===== src/rtl/mux8_16_reg.sv =====
// -----------------------------------------------------------------------------
// mux8_16_reg
//   Registered 8:1 multiplexer. sel_i chooses one of a_i..h_i, and the chosen
//   word is captured on the rising edge of clk_i and driven on y_o. There is no
//   combinational path from any input to y_o.
//
// Optional build macro:
//   MUX8_16_INREG_EN  When defined, sel_i and a_i..h_i are first captured in an
//                     input register stage. The mux reads from that stage, so
//                     the latency becomes 2 cycles. When undefined, the latency
//                     is 1 cycle and no input flops exist.
//
// Parameters:
//   Width   data width of every input and of y_o (1..64, default 16)
//
// Ports:
//   clk_i   in   1      clock, rising edge
//   rst_i   in   1      asynchronous active-low reset; clears every flop to 0
//   sel_i   in   3      select code (0 -> a_i ... 7 -> h_i)
//   a_i..h_i in  Width  data inputs 0..7
//   y_o     out  Width  registered selected word
// -----------------------------------------------------------------------------
module mux8_16_reg #(
  parameter int Width = 16
) (
  input  logic             clk_i,
  input  logic             rst_i,
  input  logic [2:0]       sel_i,
  input  logic [Width-1:0] a_i,
  input  logic [Width-1:0] b_i,
  input  logic [Width-1:0] c_i,
  input  logic [Width-1:0] d_i,
  input  logic [Width-1:0] e_i,
  input  logic [Width-1:0] f_i,
  input  logic [Width-1:0] g_i,
  input  logic [Width-1:0] h_i,
  output logic [Width-1:0] y_o
);

  // Index 0 holds a_i, index 7 holds h_i, matching the select code.
  logic [7:0][Width-1:0] din;
  assign din = {h_i, g_i, f_i, e_i, d_i, c_i, b_i, a_i};

  // Select and data actually seen by the decode.
  logic [2:0]            mux_sel;
  logic [7:0][Width-1:0] mux_din;

`ifdef MUX8_16_INREG_EN
  // Input capture stage: adds one cycle of latency and cuts the path from
  // upstream logic to the decode.
  logic [2:0]            sel_d;
  logic [2:0]            sel_q;
  logic [7:0][Width-1:0] din_d;
  logic [7:0][Width-1:0] din_q;

  always_comb begin
    sel_d = sel_i;
    din_d = din;
  end

  always_ff @(posedge clk_i or negedge rst_i) begin
    if (!rst_i) begin
      sel_q <= '0;
      din_q <= '0;
    end else begin
      sel_q <= sel_d;
      din_q <= din_d;
    end
  end

  assign mux_sel = sel_q;
  assign mux_din = din_q;
`else
  assign mux_sel = sel_i;
  assign mux_din = din;
`endif

  // All eight codes are decoded explicitly. The all-X preset matters only
  // when sel is X or Z: no item matches, so simulation shows X. Synthesis
  // sees a full case.
  logic [Width-1:0] y_d;
  logic [Width-1:0] y_q;

  always_comb begin
    y_d = {Width{1'bx}};
    case (mux_sel)
      3'd0: y_d = mux_din[0];
      3'd1: y_d = mux_din[1];
      3'd2: y_d = mux_din[2];
      3'd3: y_d = mux_din[3];
      3'd4: y_d = mux_din[4];
      3'd5: y_d = mux_din[5];
      3'd6: y_d = mux_din[6];
      3'd7: y_d = mux_din[7];
    endcase
  end

  always_ff @(posedge clk_i or negedge rst_i) begin
    if (!rst_i) begin
      y_q <= '0;
    end else begin
      y_q <= y_d;
    end
  end

  assign y_o = y_q;

endmodule


===== config.mk =====
export PLATFORM = sky130hd
export DESIGN_NAME = mux8_16_reg
export DESIGN_NICKNAME = d
export VERILOG_FILES = /design/src/rtl/mux8_16_reg.sv
export SDC_FILE = /design/constraint.sdc
export NUM_CORES = 1
export LEC_CHECK = 0
export CAP_MARGIN = 20
export CORE_MARGIN = 10
export CORE_UTILIZATION = 25
export DETAILED_ROUTE_END_ITERATION = 10
export HOLD_SLACK_MARGIN = 0.1
export PLACE_DENSITY = 0.71
export SYNTH_ARGS = -nofsm -noshare
export SYNTH_HDL_FRONTEND = slang
export SYNTH_SLANG_ARGS = --single-unit

===== constraint.sdc =====
create_clock -name clk_i -period 1.1 [get_ports clk_i]
set_clock_uncertainty 0.15 [all_clocks]
set_input_delay 0.11 -clock clk_i [delete_from_list [all_inputs] [get_ports clk_i]]
set_output_delay 0.11 -clock clk_i [all_outputs]
set_load 0.1 [all_outputs]

# Yosys cells after proc, flatten, opt, wreduce, memory -nomap -nowiden
# Index checks and enable logic that the tools add are counted.
# word_totals
ff_bits,16
inputBits,133
out_inout_bits,16
word_cells,10
# op_classes
eq_ne,7
mux,1
reduce_logical,1
# ops
operator,n
$pmux 16 s8,1
$eq 3x3->1 const B,4
$eq 3x2->1 const B,2
$eq 3x1->1 const B,1
$logic_not 3->1,1

# Logic depth before layout (Yosys ltp)
# Gate-level depths: netlist (run 1).
# depth
ltp_word,2
depth_mapped,6
ltp_nobuf,3

# Worst setup path after synthesis (run 1)
# OpenSTA, ideal clock, no wires.
# synth_path
path_kind,input port to flip-flop
start,input sel_i[0]
end,"register y_q[12], in the netlist y_o[12]"
arrival_time_ns,1.025
t_required_ns,0.829
path_slack_ns,-0.196
stages,5
path_buffers,3
cell_sequence,buf_6 > or3_4 > buf_6 > buf_6 > o22a_1
# synth_via
elab_chain_cells,2
word_cells_on_any_way,9
# synth_lines
item,line,text
"start, declared",28,"input logic [2:0] sel_i,"
"$eq 3x3->1, or another cell as far along",86,case (mux_sel)
$pmux 16 s8 (*),86,
via y_d[12],81,logic [Width-1:0] y_d;
"end signal, assigned",102,y_q <= y_d;
"end, declared",82,logic [Width-1:0] y_q;
# The timed path passes the listed nets; every way through them passes the cells marked *.

# Final worst setup path (run 1)
# layout_path
start,"register y_q[9], in the netlist y_o[9]"
end,output y_o[9]
# layout_rtl
item,line,text
"end, declared",37,output logic [Width-1:0] y_o
# No word-level cell between the ends.

==> flow_summary.yaml, run 1 <==
clock_tree:
  htree_levels: 1
  numCtsBuffers: 3
  cts.path.max_buffers: 2
  cts_num_sinks: 16
  ctsRootBufferMaster: "sky130_fd_sc_hd__clkbuf_8"
  clk_pin_slew_ps: 70
  cts_tree: "built"
sta:
  finalCritPeriodShare_pct: 101
  max_clock_freq_mhz: 901
  slew_of_the_pin_with_the_lowest_slew_margin_ps: 289
  hold_viol_final: 0
  finish_stage_setup_viols: 1
  timing_max_transition_violations_final: 0
  total_negative_slack_for_setup_checks_ps: -9.59
  final_critical_path_setup_slack_ps: -9.59
  rsz0062_at_grt: "true"
  period_minus_slack_ps: 1110
  slew_headroom_pct: 80.2
drt:
  drcViolationCount: 0
  wl_per_cell_um: 19.8
  wl_mm: 7.77
  antenna_violating_nets_post_route: 0
  drtPass1Iterations: 4
  detailedRoute.firstIterationViolations: 69
  vias: 1927
  vias_per_cell: 4.92
floorplanning:
  pin_count: 149
  area_enclosed_by_the_die_boundary_um2: 9760
  floorplan.die.width_um: 98.8
  die_y_um: 98.8
  rows: 28
  placeableCoreArea_um2: 5990
  initial_core_util_pct: 25.9
synth:
  yosys_warnings: 0
  synth_area_leader_cell: "sky130_fd_sc_hd__dfrtp_1"
  syn-instance-count: 160
  synth.top_cells.by_area: "sky130_fd_sc_hd__dfrtp_1 26%, sky130_fd_sc_hd__mux2i_1 25%, sky130_fd_sc_hd__nor3b_1 7.7%"
  synthesis.nets: 293
  synth_enable_flop_cells: 0
  synthDistinctLibCells: 23
  postSynth.asyncResetShare_pct: 100
  synth.avg_cell_area_um2: 9.70
  synth_most_common_cell: "sky130_fd_sc_hd__mux2i_1"
  synth_area_um2: 1550
  synth_top_cell_area_share_pct: 25.8
  synth_sequential_area_ratio_pct: 25.8
  ys_seq_elements: 16
  ys.flop_type: "sky130_fd_sc_hd__dfrtp_1"
  synth_top_cells_by_count: "39 x sky130_fd_sc_hd__mux2i_1, 16 x sky130_fd_sc_hd__dfrtp_1, 16 x sky130_fd_sc_hd__nor3b_1"
worst_setup_path:
  critPathSlowestCell: "sky130_fd_sc_hd__dfrtp_2"
  sort_of_element_at_the_end_of_the_critical_path: "output port"
  path_class: "flop to output port"
  path_max_fanout: 1
  arrival_ps: 850
  cpPeakStageDelay_ps: 430
  crit_path_cell_trace: "buf_12"
  logic_depth_of_the_worst_setup_path_including_buffers: 1
  cp_data_required_time_ps: 840
  critical_path.top_delay_family: "flip-flops"
  crit_path_start_kind: "flop"
  critPathBufInv: 1
final_layout:
  diodes: 0
  final_layout_size_suffix_gt1_share_pct: 24.3
  area_growth_pct: 133
  final_nets: 451
  flip_flop_count_of_the_largest_register_after_layout: 16
power:
  power.density_cell_area_nw_per_um2: 859
  power.share.clock_pct: 17.1
  power.switching_fraction_pct: 37.2
  psw_mw: 1.16
  totalPowerFinal_mw: 3.11
  seqPwrFrac_pct: 23.2
  internal_power_mw: 1.95
  ir_worst_vdd_v: 0.000492
  p_leak_nw: 1.54
  power_frac_comb_pct: 59.6
global_routing:
  globalRouteTotalUtil_pct: 15.0
  gr-total-overflow: 0
  largest_net_degree_at_the_start_of_global_routing: 29
  first_global_vias: 2150
  grt_antenna_before_repair: 0
  global_route_wire_length_before_repair_mm: 11.8
job:
  drv_cap: 0
status:
  failing_checks: "setup timing"
  status: "finished with violations"
placement:
  buffer_ports.inserted: 148
  dp_hpwl_mm: 6.34
  globalplace.congestion: 0.797
min_path:
  hold_path_class: "input pin to flop"
  whs_path_cells: 4
## final cells by class
| class | count | area, µm² |
|---|---|---|
| Timing Repair Buffer | 171 | 1960 |
| Sequential cell | 16 | 414 |
| Clock buffer | 4 | 55.1 |
| Tap cell | 75 | 93.8 |
| Multi-Input combinational cell | 126 | 1100 |
| Fill cell | 531 | 2370 |
## per-layer routing
layer | global-route usage, % | vias to the layer above | share of wire (%)
met4 | 2.43 | 0 | 0.46
met1 | 17.1 | 895 | 40
li1 | - | 946 | -
met2 | 26.0 | 82 | 51
met5 | 0 | - | 0
met3 | 5.94 | 4 | 8.8
## cells in the final DEF (no fill, tap or decap), types with 4 or more instances in the layout
master / n
sky130_fd_sc_hd__a211o_1: 4
sky130_fd_sc_hd__a211oi_1: 6
sky130_fd_sc_hd__a211oi_2: 7
sky130_fd_sc_hd__buf_12: 22
sky130_fd_sc_hd__buf_4: 12
sky130_fd_sc_hd__clkbuf_8: 4
sky130_fd_sc_hd__clkdlybuf4s50_1: 119
sky130_fd_sc_hd__dfrtp_1: 5
sky130_fd_sc_hd__dfrtp_2: 11
sky130_fd_sc_hd__dlymetal6s2s_1: 7
sky130_fd_sc_hd__mux2i_1: 39
sky130_fd_sc_hd__nand2_1: 7
sky130_fd_sc_hd__nor2_1: 5
sky130_fd_sc_hd__nor3b_1: 14
sky130_fd_sc_hd__o22a_1: 11
sky130_fd_sc_hd__o22ai_1: 11
## cells by family after synthesis
family	share of synthesized area [%]
and+or+nand+nor	12.4
DFF	25.8
buffers and inverters	7.98
AOI/OAI and AO/OA	25.1
muxes	28.8
## power groups by stage
stage	combinational [mW]	sequential, mW	clock (mW)
2_1_floorplan	0.368	1.21	0
3_3_place_gp	1.78	0.737	0
3_5_place_dp	1.79	0.738	0
4_1_cts	1.85	0.726	0.548
5_1_grt	1.94	0.731	0.580
6_report	1.86	0.724	0.533
## through the flow
stage	instances	hold WS (ps)	setup slack, ps	instance area (µm²)	util [%]
finish	392	115	-9.59	3620	60.5
global route	392	126	-29.7	3620	60.5
CTS	389	149	-20.1	3550	59.3
detailed placement	380	322	-690	3370	56.2
global placement	380	318	-639	3370	56.2
floorplan	160	-336	-175	1580	-
## worst paths after layout
kind	from	endpoint
max in group asynchronous	rst_i	y_o[6]
max	y_o[9]	y_o[9]
min in group asynchronous	rst_i	y_o[15]
min	sel_i[0]	y_o[15]
## repair_timing
item | in CTS | in global routing
hold endpoints to repair | 16 | 0
hold buffers | 1 | 0
cloned | 3 | 0
resized for setup | 24 | 17
pin swaps | 16 | 12
setup buffers | 1 | 3
endpoints found under the setup margin | 22 | 27
(Power assumes the default switching activity.)
==> run 2, diff against run 1 <==
CORE_UTILIZATION = 23   (was 25)
PLACE_DENSITY = 0.66   (was 0.71)
==> run 2 against run 1 <==
Effect of this change: the flow still finishes with violations (setup timing); largest power group unchanged; flip-flop and latch count did not move; clock power rose by 0.8%; sequential power barely moved; worst hold slack got worse by 3.0 ps; routed wire length rose by 3.3%; cell count rose by 2.0%.
==> flow_summary.yaml, run 2 (synthesis gave the netlist of run 1 again) <==
status:
  status: "finished with violations"
  failing_checks: "setup timing"
clock_tree:
  cts_tree: "built"
  cts.path.max_buffers: 2
  cts_num_sinks: 16
  htree_levels: 1
  numCtsBuffers: 3
  ctsRootBufferMaster: "sky130_fd_sc_hd__clkbuf_8"
  clk_pin_slew_ps: 70
final_layout:
  finalNonFillerCells: 400
  finish.utilization_pct: 57.5
  area_growth_pct: 139
  layout_common_cells: "116 x sky130_fd_sc_hd__clkdlybuf4s50_1, 37 x sky130_fd_sc_hd__mux2i_1, 23 x sky130_fd_sc_hd__buf_12, 17 x sky130_fd_sc_hd__buf_4, 13 x sky130_fd_sc_hd__nor3b_1"
  final_nets: 456
  layout.cells.most_common: "sky130_fd_sc_hd__clkdlybuf4s50_1"
  final_layout_size_suffix_gt1_share_pct: 26.4
  flip_flop_count_of_the_largest_register_after_layout: 16
placement:
  globalplace.congestion: 0.754
  place_worst_setup_slack_ps: -822
  buffer_ports.inserted: 148
  dp_cells: 388
  dp_hpwl_mm: 6.48
global_routing:
  globalRouteTotalUtil_pct: 14.2
  largest_net_degree_at_the_start_of_global_routing: 22
  first_global_vias: 2141
  gr-total-overflow: 0
  grt_busiest_layer: "met2"
  global_route_wire_length_before_repair_mm: 11.6
  grt_antenna_before_repair: 1
  met3_demand_to_capacity_share_in_global_routing_pct: 6.82
  grt.met2_usage_pct: 23.7
  gr-usage-met1_pct: 16.6
sta:
  final_critical_path_setup_slack_ps: -5.97
  period_minus_slack_ps: 1110
  slew_of_the_pin_with_the_lowest_slew_margin_ps: 254
  rsz0062_at_grt: "true"
  slew_headroom_pct: 82.6
  finalCritPeriodShare_pct: 101
  max_clock_freq_mhz: 904
  hold_viol_final: 0
  timing_max_transition_violations_final: 0
  finish_stage_setup_viols: 2
min_path:
  hold_path.startpoint: "sel_i[2]"
  whs_path_cells: 4
  hold_path_class: "input pin to flop"
  hold_path_end: "y_o[15]"
worst_setup_path:
  path_class: "flop to output port"
  critPathSlowestCell: "sky130_fd_sc_hd__dfrtp_2"
  critPathBufInv: 1
  cpPeakStageDelay_ps: 430
  crit_path_cell_trace: "buf_12"
  sort_of_element_at_the_end_of_the_critical_path: "output port"
  arrival_ps: 850
  path_max_fanout: 1
  critical_path.top_delay_family: "flip-flops"
  crit_path_start_kind: "flop"
  cp_data_required_time_ps: 840
drt:
  wl_per_cell_um: 20.1
  vias: 1946
  detailedRoute.firstIterationViolations: 135
  vias_per_cell: 4.87
  wl_mm: 8.03
  drtPass1Iterations: 4
  antenna_violating_nets_post_route: 0
  drcViolationCount: 0
power:
  totalPowerFinal_mw: 3.15
  ir_worst_vdd_v: 0.000373
  power.density_cell_area_nw_per_um2: 849
  p_leak_nw: 1.60
floorplanning:
  rows: 29
  initial_core_util_pct: 24.0
  placeableCoreArea_um2: 6460
  area_enclosed_by_the_die_boundary_um2: 10400
  floorplan.die.width_um: 102
  die_y_um: 102
  pin_count: 149
job:
  drv_cap: 0
-- run 2: cell types whose count changed in the layout (fill, tap and decap cells not counted), moves of 2 or more --
cell                              before  now
sky130_fd_sc_hd__clkbuf_16             0    2
sky130_fd_sc_hd__mux2_4                1    3
sky130_fd_sc_hd__clkdlybuf4s50_1     119  116
sky130_fd_sc_hd__buf_4                12   17
sky130_fd_sc_hd__mux2i_1              39   37
sky130_fd_sc_hd__mux2_2                2    0
sky130_fd_sc_hd__dlymetal6s2s_1        7   10
-- run 2: layout make-up --
class,count,area [µm²]
diodes,1,2.50
well taps,77,96.3
clock buffers,4,55.1
multi-input cells,126,1130
fillers,587,2740
repair buffers,176,2020
flip-flops and latches,16,414
-- run 2: repair_timing --
action,4_1_cts,5_1_grt
endpoints found under the setup margin,18,31
hold endpoints to repair,16,0
cloned,2,2
hold buffers,1,0
resized for setup,29,32
pin swaps,10,16
setup buffers,0,4
-- run 2: where the power goes --
part	internal (mW)	switching (mW)
logic	0.992	0.901
clock network	0.317	0.220
registers	0.666	0.0584
total	1.98	1.18
-- run 2: worst max-delay path by stage --
stage | to | startpoint | cells past startpoint
floorplan | y_o[12] | sel_i[0] | 5
global placement | y_o[3] | sel_i[1] | 6
detailed placement | y_o[4] | sel_i[1] | 6
CTS | y_o[4] | y_o[4] | 1
global route | y_o[5] | y_o[5] | 1
finish | y_o[5] | y_o[5] | 1
-- run 2: stage by stage --
stage          instance area [µm²]  TNS [ps]  hold slack (ps)
2_1_floorplan                 1580     -2090             -336
3_3_place_gp                  3380    -10370              314
3_5_place_dp                  3380    -11260              312
4_1_cts                       3510     -25.1              161
5_1_grt                       3710      -206              129
6_report                      3710     -9.28              112
-- run 2: per-layer routing --
metal	vias to the layer above	share of wire [%]
li1	954	-
met1	903	41
met2	85	48
met3	4	11
met4	0	0.47
met5	-	0
==> run 3, diff against run 2 <==
ABC_AREA = 1   (was unset)
ABC_CLOCK_PERIOD_IN_PS = 1100   (was unset)
HOLD_SLACK_MARGIN = 0.03   (was 0.1)
PLACE_DENSITY = 0.63   (was 0.66)
==> run 3 against run 2 <==
Effect of this change: the flow still finishes with violations (setup timing); global-route usage increased by 1.2 points; flip-flop and latch count unchanged; design area increased by 1.9%; non-clock buffer count decreased by 2; critical path type unchanged; largest cell class unchanged.
==> flow_summary.yaml, run 3 <==
status:
  status: "finished with violations"
  failing_checks: "setup timing"
power:
  p_leak_nw: 1.69
  ir_worst_vdd_v: 0.000295
  power.density_cell_area_nw_per_um2: 855
  totalPowerFinal_mw: 3.24
sta:
  finish_stage_setup_viols: 3
  period_minus_slack_ps: 1110
  finalCritPeriodShare_pct: 101
  max_clock_freq_mhz: 903
  final_critical_path_setup_slack_ps: -7.51
  timing_max_transition_violations_final: 0
  rsz0062_at_grt: "true"
  total_negative_slack_for_setup_checks_ps: -12.7
  hold_viol_final: 0
  slew_headroom_pct: 73.2
  hold-worst-slack_ps: 48.2
  slew_of_the_pin_with_the_lowest_slew_margin_ps: 400
floorplanning:
  initial_core_util_pct: 23.4
  rows: 32
  floorplan.die.width_um: 108
  area_enclosed_by_the_die_boundary_um2: 11700
  die_y_um: 108
  pin_count: 149
  placeableCoreArea_um2: 7610
job:
  drv_cap: 0
placement:
  globalplace.congestion: 0.821
  place_worst_setup_slack_ps: -296
  dp_hpwl_mm: 7.65
  placement.cell_area_um2: 3610
  buffer_ports.inserted: 148
worst_setup_path:
  critPathBufInv: 1
  crit_path_cell_trace: "buf_12"
  cp_data_required_time_ps: 840
  critical_path.top_delay_family: "flip-flops"
  path_class: "flop to output port"
  cpPeakStageDelay_ps: 430
  sort_of_element_at_the_end_of_the_critical_path: "output port"
  path_max_fanout: 1
  critPathSlowestCell: "sky130_fd_sc_hd__dfrtp_2"
  crit_path_start_kind: "flop"
  arrival_ps: 850
synth:
  ys_seq_elements: 16
  synthDistinctLibCells: 15
  synth.top_cells.by_area: "sky130_fd_sc_hd__nand4_1 28%, sky130_fd_sc_hd__dfrtp_1 23%, sky130_fd_sc_hd__nand2_1 14%"
  ys.flop_type: "sky130_fd_sc_hd__dfrtp_1"
  synth_top_cells_by_count: "80 x sky130_fd_sc_hd__nand4_1, 64 x sky130_fd_sc_hd__nand2_1, 48 x sky130_fd_sc_hd__nor2_1"
  synth.avg_cell_area_um2: 6.07
  synth_sequential_area_ratio_pct: 22.5
  syn-instance-count: 293
  yosys_warnings: 0
  postSynth.asyncResetShare_pct: 100
  synthesis.nets: 426
  synth_area_leader_cell: "sky130_fd_sc_hd__nand4_1"
  synth_top_cell_area_share_pct: 28.1
  synth_most_common_cell: "sky130_fd_sc_hd__nand4_1"
  synth_enable_flop_cells: 0
  synth_area_um2: 1780
drt:
  detailedRoute.firstIterationViolations: 167
  wl_mm: 9.48
  vias: 2700
  vias_per_cell: 4.98
  wl_per_cell_um: 17.5
  drcViolationCount: 0
  drtPass1Iterations: 4
  antenna_violating_nets_post_route: 0
global_routing:
  first_global_vias: 2681
  largest_net_degree_at_the_start_of_global_routing: 36
  grt_antenna_before_repair: 0
  global_route_wire_length_before_repair_mm: 14.4
  globalRouteTotalUtil_pct: 15.4
  gr-total-overflow: 0
min_path:
  hold_path_class: "input pin to async pin"
clock_tree:
  htree_levels: 1
  cts_tree: "built"
  cts_num_sinks: 16
  clk_pin_slew_ps: 70
  numCtsBuffers: 3
  cts.path.max_buffers: 2
  ctsRootBufferMaster: "sky130_fd_sc_hd__clkbuf_8"
  cts_hold_buf: 0
final_layout:
  post-route-cell-area_um2: 3780
  layout.cells.most_common: "sky130_fd_sc_hd__clkdlybuf4s50_1"
  final_nets: 574
  layout_common_cells: "129 x sky130_fd_sc_hd__clkdlybuf4s50_1, 80 x sky130_fd_sc_hd__nand4_1, 60 x sky130_fd_sc_hd__nand2_1, 37 x sky130_fd_sc_hd__nor2_1, 32 x sky130_fd_sc_hd__nand3_1"
  final_layout_size_suffix_gt1_share_pct: 19.5
  diodes: 0
  area_growth_pct: 113
  flip_flop_count_of_the_largest_register_after_layout: 16
## run 3: path summary, 6_finish.rpt
kind / start / endpoint / slack (ps) / cells after the start
max in group asynchronous: rst_i / y_o[2] / 620 / 2
min in group clk_i: sel_i[1] / y_o[6] / 190 / 6
hold / removal: rst_i / y_o[11] / 50 / 2
setup / recovery: y_o[10] / y_o[10] / -8 / 1
## run 3: cell families (layout without fill, tap and decap cells)
family                 after synthesis  in the layout  synth area share (%)
and+or+nand+nor                    227            227                  62.6
buffers and inverters               50            197                  14.9
DFF                                 16             16                  22.5
## run 3: report_power, final
part | switching (mW) | internal (mW)
Clock | 0.230 | 0.318
Combinational | 1.03 | 0.912
Sequential | 0.0644 | 0.679
## run 3: what timing repair did
action                                  in CTS  in global routing
endpoints found under the hold margin        0                  0
endpoints found under the setup margin      20                 28
gates resized for setup                      2                 21
cloned                                       0                  2
pin swaps                                    0                  7
buffers inserted                             0                  1
## run 3: final cells by class
class                      instances  area (µm²)
clock buffer                       4        55.1
fill                             782        3820
inverter                          19        75.1
multi-input combinational        227        1160
sequential                        16         420
tap                              102         128
timing repair buffer             174        1950
## run 3: through the flow
step                util, %  std cells
floorplan                 -        293
global placement       47.4        535
detailed placement     47.4        535
CTS                    48.2        539
global route           49.8        542
finish                 49.8        542
## run 3: metal layers
metal	GRT usage, %	part of all wire (%)	vias to the layer above	routed length (µm)
li1	-	-	1324	-
met1	20.6	43	1229	4070
met2	23.8	47	139	4450
met3	4.58	8.7	8	822
met4	3.24	1.3	0	125
met5	0	0	-	0
